**src/rtl/and_if.sv**
```systemverilog
// Registered two-operand ALU: ADD/AND/OR/XOR with one-cycle latency,
// a carry-out for ADD and a valid strobe that follows in_valid by one clock.
module and_if #(
  parameter int unsigned WIDTH = 4
) (
  input  logic             clk,
  input  logic             rst,
  input  logic [WIDTH-1:0] a,
  input  logic [WIDTH-1:0] b,
  input  logic [1:0]       op,
  input  logic             in_valid,
  output logic [WIDTH-1:0] y,
  output logic             carry,
  output logic             out_valid
);

  typedef enum logic [1:0] {
    OP_ADD = 2'b00,
    OP_AND = 2'b01,
    OP_OR  = 2'b10,
    OP_XOR = 2'b11
  } op_e;

  op_e            op_sel;
  logic [WIDTH:0] sum;
  logic [WIDTH:0] result;

  assign op_sel = op_e'(op);
  assign sum    = {1'b0, a} + {1'b0, b};

  // result[WIDTH] is the carry bit; it stays clear for the logic ops
  always_comb begin
    result = '0;
    unique case (op_sel)
      OP_ADD: result = sum;
      OP_AND: result = {1'b0, a & b};
      OP_OR:  result = {1'b0, a | b};
      OP_XOR: result = {1'b0, a ^ b};
      default: result = '0;
    endcase
  end

  always_ff @(posedge clk or posedge rst) begin
    if (rst) begin
      y         <= '0;
      carry     <= 1'b0;
      out_valid <= 1'b0;
    end else begin
      out_valid <= in_valid;
      if (in_valid) begin
        y     <= result[WIDTH-1:0];
        carry <= result[WIDTH];
      end
    end
  end

endmodule

```
**config.mk**
```make
export PLATFORM = sky130hd
export DESIGN_NAME = and_if
export DESIGN_NICKNAME = d
export VERILOG_FILES = /design/src/rtl/and_if.sv
export SDC_FILE = /design/constraint.sdc
export NUM_CORES = 1
export LEC_CHECK = 0
export CAP_MARGIN = 0
export CORE_AREA = 2 2 39 41
export DETAILED_ROUTE_END_ITERATION = 8
export DIE_AREA = 0 0 41 43
export GPL_TIMING_DRIVEN = 1
export PLACE_DENSITY = 0.74
export SLEW_MARGIN = 10
export SYNTH_ARGS = -nofsm -noshare
export SYNTH_HDL_FRONTEND = slang
export SYNTH_SLANG_ARGS = --single-unit
```
**constraint.sdc**
```tcl
create_clock -name clk -period 1.8 [get_ports clk]
set_clock_uncertainty 0.05 [all_clocks]
set_input_delay 0.27 -clock clk [delete_from_list [all_inputs] [get_ports clk]]
set_output_delay 0.27 -clock clk [all_outputs]
set_load 0.02 [all_outputs]
```
==> metrics.md, run 1 <==
| Metric | Value |
|---|---|
| Met2 WL | 604 um |
| Average cell area after synthesis | 9.27 um^2 |
| Power Dens Cells | around 560 nW/um^2 |
| Yosys reg bits | 6 |
| Max-cap viol count | 0 |
| Gr usage total | between 15 and 20% |
| Synth Warn # | 0 |
| Pre-antenna DRT Iters | 4 |
| Relative slew slack | 77.4% |
| Sequential area share after synthesis | approximately a quarter |
| CTS tree | yes |
| Area occupied by multi-input gates | approximately 370 um^2 |
| Min cycle time layout | between 1500 and 2000 ps |
| Highest routed layer | met3 |
| Reg-to-Reg Start | y[3] |
| CP Capture Type | register |
| Post-Synth XOR/XNOR Area | 0% |
| I/O pin cnt | 19 |
| Adder-Cell Fraction of Synth Area | between 20% and 30% |
| Chip Width | between 40 and 50 um |
| Syn nets | 83 |
| Critical path class | in2reg |
| Via count | about 530 |
| Synth Area in Simple Gates | between 10% and 20% |
| Unique masters post-synth | 29 |
| Setup-failing EPs final | 0 |
| Wl on met1 | between 400 and 500 um |
| Worst vdd ir | around 630 uV |
| CP Launch Type | primary input |
| Post-route DRC | 0 |
| Layout net count | 112 |
| Hold Worst Slack | 191 ps |
| Pleak | ~0.4 nW |
| Overflow left after global routing | 0 |
| Initial antenna violation count | 0 |
| Mux share of post-synthesis cell area | between 10% and 20% |
| CTS HTree Levels | 1 |
| Compound-Gate Fraction of Synth Area | between 10% and 20% |
| Status | complete, no violations |
| Placed Cells incl. Taps | just over 100 |
| Crit. Startpoint | b[0] |
| Finished Layout Cells | around 100 |
| Antenna diodes | 0 |
| Post-Syn Instances | just over 60 |
| Fin. max-slew vios | 0 |
| Fill cells | about 130 |
| Initial Util | 40.9% |
| Detail Route Antenna Nets | 0 |
| Crit path max fanout | 2 |
| First DRT Iteration DRCs | 6 |
| Cts-stage hold buffer count | 0 |
| Critical path required time | between 1500 and 2000 ps |
| Critical Path Sink | y[1] |
| Reg2reg path depth | 3 |
| Wire per inst | around 11 um |
| Hold crit path type | in2async |
| Proportion of layout cells with a drive suffix above 1 | a little over a fifth |
| Largest family of logic cells by synthesized area | adder cells |
| Peak Freq | roughly 570 MHz |
| Worst r2r dst | y[3] |
| Design Area, Final | 840 um^2 |
| GP Congestion | approximately 0.76 |
| PortBufs | 18 |
| Arrival time worst endpoint | between 1500 and 2000 ps |
| R2R setup slack | roughly 800 ps |
| Worst Tran Pin Value | around 340 ps |
| Setup Buffers After CTS | 0 |
| Total CTS buffers | 3 |
| First-pass GRT wire length | ~1900 um |
| CTS Buffer Depth | 2 |
| DP Area | ~820 um^2 |
| Post-Syn Area | roughly 570 um^2 |
| CTS root buffer | clkbuf_4 |
| Reg area | 150 um^2 |
| Largest net degree at the start of global routing | 11 |
| Final HPWL DP | between 900 and 1000 um |
| CTS Sinks | 6 |
| Wirelength, routed | between 1000 and 1500 um |
| Vias/cell | 5.09 |
| Area Growth Syn to Fin | 48.5% |
| Setup repair after global routing missed its margin | false |
| Die area | ~1800 um^2 |
| Met3 routed WL | between 60 and 70 um |
| Core region area | 1380 um^2 |
| FP Rows | 14 |
| Clk slew on worst S/H paths | around 50 ps |
| Final cycle utilization of the critical path | 97.2% |
| Die Y | ~43 um |
| Clock Latency Late Sink | about 230 ps |
| Fin. Hold Viols | 0 |
| Number of global-route vias before repair | around 500 |
-- area by class of cell --
cell class              count  area share [%]
clock buffers               3            2.68
multi-input cells          41            43.5
repair buffers             27            28.6
well taps                  16            2.38
inverters                  11            4.92
flip-flops and latches      6            17.9
-- critical path: stages --
cell	delay [ps]
clkdlybuf4s15_1	180
ha_2	190
fa_1	440
mux4_2	470
mux2_4	270
-- repair_timing --
action	CTS	global route
setup endpoints to repair	2	2
resized for setup	7	3
pin swaps	2	2
-- flip-flops by register name, summed over array words and instances, names as in the netlist --
name	cells
carry	1
y	4
out_valid	1
-- cells by family (layout without fill, tap and decap cells) --
group | after synthesis | after routing
adder cells (fa/ha/maj) | 9 | 9
AO/OA/AOI/OAI | 12 | 12
multiplexers | 4 | 4
buffers and inverters | 14 | 41
flip-flops | 6 | 6
AND/OR/NAND/NOR | 16 | 16
-- worst min-delay path by stage --
stage,startpoint,endpoint,slack (ps),cells past startpoint
after global routing,rst,y[2],230,2
after detailed placement,carry,carry,440,1
after floorplan,rst,carry,10,1
final,rst,y[1],190,2
after CTS,rst,y[2],190,2
after global placement,carry,carry,440,1
-- where the power goes --
part | internal (mW) | switching [mW] | total (mW) | leakage, nW
combinational | 0.108 | 0.0869 | 0.195 | 0.324
sequential | 0.151 | 0.00795 | 0.159 | 0.0710
clock | 0.0751 | 0.0446 | 0.120 | 0.0138
-- placed cells by master, fill, tap and decap left out, types with 2 or more instances in the layout --
cell type | Yosys | final
mux2_2 | 1 | 2
dlygate4sd2_1 | 0 | 2
a21oi_1 | 2 | 2
clkbuf_4 | 0 | 3
a31oi_1 | 2 | 2
nor2_1 | 5 | 5
clkdlybuf4s50_1 | 0 | 14
nor3b_1 | 2 | 2
nand3b_1 | 2 | 2
inv_1 | 11 | 11
buf_4 | 1 | 9
dfrtp_1 | 6 | 6
ha_1 | 8 | 7
nand2_1 | 3 | 3
-- synth_stat cells --
cell type	number	area [um^2]
a41oi_1	1	8.76
inv_1	11	41.3
a211oi_1	1	7.51
clkbuf_1	1	3.75
nand2_1	3	11.3
nor2b_1	1	6.26
nand3b_1	2	15.0
ha_1	8	100
a31oi_1	2	12.5
o2bb2ai_1	1	8.76
mux2_2	1	11.3
o221ai_1	1	8.76
nor4b_1	1	8.76
mux2_1	1	11.3
nor2_1	5	18.8
o21bai_1	1	7.51
nand3_1	1	5.00
buf_4	1	7.51
a2111o_1	1	11.3
dfrtp_1	6	150
mux2_4	1	15.0
a21oi_1	2	10.0
or2_1	1	6.26
a211o_1	1	8.76
mux4_2	1	22.5
nor3b_1	2	15.0
buf_2	1	5.00
fa_1	1	20.0
a21o_1	1	7.51
-- per-stage QoR --
step / setup TNS [ps] / power, mW / utilization [%] / setup slack [ps]
CTS: 0 / 0.482 / 60.7 / 6.33
floorplan: 0 / 0.262 / - / 31.0
global placement: -1020 / 0.354 / 59.0 / -445
detailed placement: -1140 / 0.359 / 59.0 / -503
finish: 0 / 0.474 / 60.7 / 50.4
global route: 0 / 0.511 / 60.7 / 9.55
-- metal layers --
layer,vias up,GRT usage (%)
li1,267,-
met1,248,20.0
met2,14,24.7
met3,0,7.85
met4,0,2.00
met5,-,0
No activity file was read; power rests on OpenSTA's default activity.
==> run 2, diff against run 1 <==
PLACE_DENSITY = unset   (was 0.74)
PLACE_DENSITY_LB_ADDON = 0.3   (was unset)
==> metrics.md, run 2 (same netlist as run 1, synthesis figures left out) <==
| Metric | Value |
|---|---|
| I/O pin cnt | 19 |
| CTS Buffer Depth | 2 |
| Pre-antenna DRT Iters | 4 |
| Initial Util | roughly 40% |
| CTS Sinks | 6 |
| Stages on worst setup path | 5 |
| Largest registers | y x4, carry x1, out_valid x1 |
| Proportion of layout cells with a drive suffix above 1 | between 20% and 30% |
| Die area | 1760 um^2 |
| Tot Pwr | approximately 470 uW |
| DP Area | just over 800 um^2 |
| Power Dens Cells | 558 nW/um^2 |
| Worst vdd ir | between 200 and 250 uV |
| FP Rows | 14 |
| Max reg flops | 4 |
| Total CTS buffers | 3 |
| Detail Route Antenna Nets | 0 |
| Commonest non-fill, non-tap cell in the layout | clkdlybuf4s50_1 |
| Gr usage total | between 15 and 20% |
| Vias/cell | 5.17 |
| CTS tree | yes |
| Crit path max fanout | 2 |
| First-pass GRT wire length | approximately 2000 um |
| Overflow left after global routing | 0 |
| Status | complete, no violations |
| Clock Latency Late Sink | 240 ps |
| Clk slew on worst S/H paths | approximately 50 ps |
| CTS root buffer | clkbuf_4 |
| Grt met1 use | 19.9% |
| Largest net degree at the start of global routing | 10 |
| M2 GR Usage | around 26% |
| Peak Freq | 576 MHz |
| Worst-path cell chain | clkdlybuf4s15_1 > ha_2 > fa_1 > mux4_2 > mux2_4 |
| Arrival time worst endpoint | approximately 1800 ps |
| First DRT Iteration DRCs | 6 |
| CP delay by family, top | multiplexers |
| Wirelength, routed | ~1200 um |
| Pleak | a little over 0.4 nW |
| Final HPWL DP | 991 um |
| Setup-failing EPs final | 0 |
| Via count | 543 |
| Area occupied by multi-input gates | approximately 370 um^2 |
| Finished Layout Cells | ~110 |
| Reg2reg path depth | 3 |
| Min cycle time layout | around 1700 ps |
| Chip Width | roughly 40 um |
| Busiest grt layer | met2 |
| Reg area | around 150 um^2 |
| Hold crit path type | in2async |
| Critical path class | in2reg |
| Fin. max-slew vios | 0 |
| Core region area | around 1400 um^2 |
| Worst Path Buf+Inv | 1 |
| Layout net count | 113 |
| Fin. Hold Viols | 0 |
| Placed Cells incl. Taps | 100 |
| Max-cap viol count | 0 |
| Largest Register | y |
| CP Capture Type | register |
| Die Y | roughly 43 um |
| Slowest stage delay, CP | about 450 ps |
| Leading cell types in the layout, fill and taps excluded | clkdlybuf4s50_1 (14), inv_1 (11), buf_4 (10) |
| Post-route DRC | 0 |
| CP Launch Type | primary input |
| CP max-delay cell | mux4_2 |
| M3 GR Usage | ~1.6% |
| PortBufs | 18 |
| Wire per inst | approximately 11 um |
| Worst Tran Pin Value | roughly 340 ps |
| Initial antenna violation count | 0 |
| Area Growth Syn to Fin | 49.8% |
| Fill cells | 138 |
| Critical path required time | 1870 ps |
| TNS Setup | 0 ps |
| Antenna diodes | 0 |
| Final cycle utilization of the critical path | between 90% and 100% |
| Design Area, Final | between 800 and 900 um^2 |
| CTS HTree Levels | 1 |
| GP Congestion | between 0.8 and 0.9 |
| Number of global-route vias before repair | 521 |
| Relative slew slack | between 70% and 80% |
| Util after Layout | around 60% |
run 2: layout make-up:
type	count	area share [%]
timing repair buffer	28	29.2
tap	16	2.36
inverter	11	4.87
clock buffer	3	2.66
multi-input combinational	41	43.1
sequential	6	17.7
run 2: per-layer routing:
layer | vias to the layer above | part of all wire [%]
met3 | 0 | 4.2
met4 | 0 | 0
met5 | - | 0
met2 | 22 | 50
met1 | 251 | 46
li1 | 270 | -
run 2: final timing paths:
| path | start | endpoint | slack (ps) |
|---|---|---|---|
| max reg2reg | y[3] | y[3] | 880 |
| max in group asynchronous | rst | y[0] | 1310 |
| min reg2reg | carry | carry | 430 |
| max | b[0] | y[1] | 60 |
| min in group clk | carry | carry | 430 |
| min | rst | out_valid | 190 |
run 2: power breakdown:
| part | internal, mW | total (mW) | switching (mW) |
|---|---|---|---|
| Combinational | 0.107 | 0.194 | 0.0867 |
| Sequential | 0.151 | 0.159 | 0.00766 |
| Clock | 0.0752 | 0.120 | 0.0449 |
run 2: through the flow:
stage / setup slack, ps / hold slack (ps)
final: 63.5 / 193
after global routing: -2.65 / 256
after CTS: 26.2 / 198
after detailed placement: -446 / 428
after global placement: -431 / 421
after floorplan: 31.0 / 11.0
run 2: what timing repair did:
action                                  4_1_cts  5_1_grt
resized for setup                             5        4
endpoints found under the setup margin        2        2
buffers inserted                              1        1
pin swaps                                     1        2
hold buffers                                  0        0
run 2: worst register-to-register path, cell delays in order, from the launching register on:
cell and delay (ps):
dfrtp_1 370, nor2_1 150, nand3b_1 130, o221ai_1 100
==> run 3, diff against run 2 <==
--- a/constraint.sdc
+++ b/constraint.sdc
@@ -3,3 +3,3 @@
 set_input_delay 0.27 -clock clk [delete_from_list [all_inputs] [get_ports clk]]
 set_output_delay 0.27 -clock clk [all_outputs]
-set_load 0.02 [all_outputs]
+set_load 0.05 [all_outputs]
==> metrics.md, run 3 (same netlist as run 1, synthesis figures left out) <==
| Metric | Value |
|---|---|
| Status | complete, no violations |
| Arrival time worst endpoint | 1780 ps |
| Fin. max-slew vios | 0 |
| Antenna diodes | 0 |
| Crit path max fanout | 2 |
| Placed Cells incl. Taps | 100 |
| TNS Setup | 0 ps |
| Wire per inst | between 10 and 15 um |
| Max-cap viol count | 0 |
| Overflow left after global routing | 0 |
| CP Launch Type | primary input |
| Pre-antenna DRT Iters | 3 |
| Core region area | around 1400 um^2 |
| Die Y | approximately 43 um |
| Commonest non-fill, non-tap cell in the layout | buf_4 |
| Max reg flops | 4 |
| Post-route DRC | 0 |
| Pre-CTS setup slack | -448 ps |
| Reg2reg path depth | 3 |
| Area Growth Syn to Fin | 47.1% |
| Gate power share | roughly 44% |
| CTS tree | yes |
| FP Rows | 14 |
| Chip Width | between 40 and 50 um |
| Power Dens Cells | approximately 610 nW/um^2 |
| Worst vdd ir | 200 uV |
| Sequential share of power | 31.7% |
| Setup repair after global routing missed its margin | false |
| Worst Tran Pin Value | 488 ps |
| Setup-failing EPs final | 0 |
| CTS Buffer Depth | 2 |
| Via count | between 500 and 600 |
| CP max-delay cell | clkdlybuf4s50_1 |
| Largest net degree at the start of global routing | 10 |
| Tot Pwr | a little over 500 uW |
| Clock power frac | a little under a quarter |
| I/O pin cnt | 19 |
| First-pass GRT wire length | roughly 1800 um |
| Clock Latency Late Sink | roughly 240 ps |
| Wirelength, routed | 1090 um |
| Final cycle utilization of the critical path | between 90% and 100% |
| Min cycle time layout | between 1500 and 2000 ps |
| Critical path required time | 1860 ps |
| Util after Layout | about three fifths |
| Net Sw Frac | about a third |
| Worst setup margin | approximately 72 ps |
| Hold crit path type | in2async |
| Gr usage total | between 10% and 20% |
| First DRT Iteration DRCs | 12 |
| Hold Worst Slack | approximately 190 ps |
| Largest registers | y x4, carry x1, out_valid x1 |
| Initial Util | about two fifths |
| P_sw | between 150 and 200 uW |
| Cts-stage hold buffer count | 0 |
| GP Congestion | 0.814 |
| Worst-path cell chain | clkdlybuf4s50_1 > inv_1 > ha_1 > mux2_1 > a211oi_1 > o221ai_1 |
| Pint | ~330 uW |
| Layout net count | around 110 |
| Number of global-route vias before repair | 454 |
| Proportion of layout cells with a drive suffix above 1 | 21.6% |
| Initial antenna violation count | 0 |
| Slowest stage delay, CP | 480 ps |
| CP delay by family, top | buffers and inverters |
| Die area | 1760 um^2 |
| DP Area | between 800 and 900 um^2 |
| Critical path class | in2reg |
| Clk slew on worst S/H paths | approximately 40 ps |
| Pleak | a little over 0.4 nW |
| CTS root buffer | clkbuf_4 |
| Final HPWL DP | between 900 and 1000 um |
| CP Capture Type | register |
| Vias/cell | around 5 |
| Peak Freq | between 500 and 600 MHz |
| Fin. Hold Viols | 0 |
| Worst Path Buf+Inv | 2 |
| Design Area, Final | roughly 830 um^2 |
| Leading cell types in the layout, fill and taps excluded | buf_4 (12), inv_1 (11), clkdlybuf4s50_1 (11) |
| CTS HTree Levels | 1 |
| Relative slew slack | around two thirds |
| Detail Route Antenna Nets | 0 |
| Total CTS buffers | 3 |
| Finished Layout Cells | roughly 100 |
| PortBufs | 18 |
| CTS Sinks | 6 |
| Stages on worst setup path | 6 |
| Largest Register | y |
## run 3: cell types whose count changed in the layout (fill, tap and decap cells not counted), sizes merged
cell / previous run / this run
clkdlybuf4s50: 14 / 11
buf: 10 / 12
clkbuf: 4 / 3
clkdlybuf4s15: 1 / 2
## run 3: layer usage
metal	track usage, %	part of all wire [%]	up-vias
met5	0	0	-
met4	8.00	0	0
met3	1.57	3.5	0
met2	22.2	49	16
met1	18.5	48	236
li1	-	-	269
## run 3: final timing paths
path / from / endpoint / slack [ps]
worst max-delay path: a[3] / y[3] / 70
worst min-delay path: rst / y[3] / 190
worst max register to register: y[3] / y[3] / 860
worst min register to register: carry / carry / 440
max in group asynchronous: rst / y[1] / 1330
min in group clk: carry / carry / 440
## run 3: power by group through the flow
stage | sequential, mW | combinational, mW | clock (mW)
global route | 0.162 | 0.243 | 0.131
global placement | 0.161 | 0.222 | 0
floorplan | 0.218 | 0.0805 | 0
detailed placement | 0.162 | 0.225 | 0
finish | 0.160 | 0.224 | 0.121
CTS | 0.160 | 0.224 | 0.123
## run 3: what timing repair did
action,in CTS,in global routing
cloned,0,0
buffers inserted,0,1
endpoints found under the setup margin,2,1
hold endpoints to repair,0,0
pin swaps,2,2
gates resized for setup,6,1
## run 3: layout make-up
cell class                      instances  area (um^2)
Fill cell                             134          552
Multi-Input combinational cell         41          360
Timing Repair Buffer                   27          238
Sequential cell                         6          150
Inverter                               11         41.3
Clock buffer                            3         22.5
Tap cell                               16         20.0
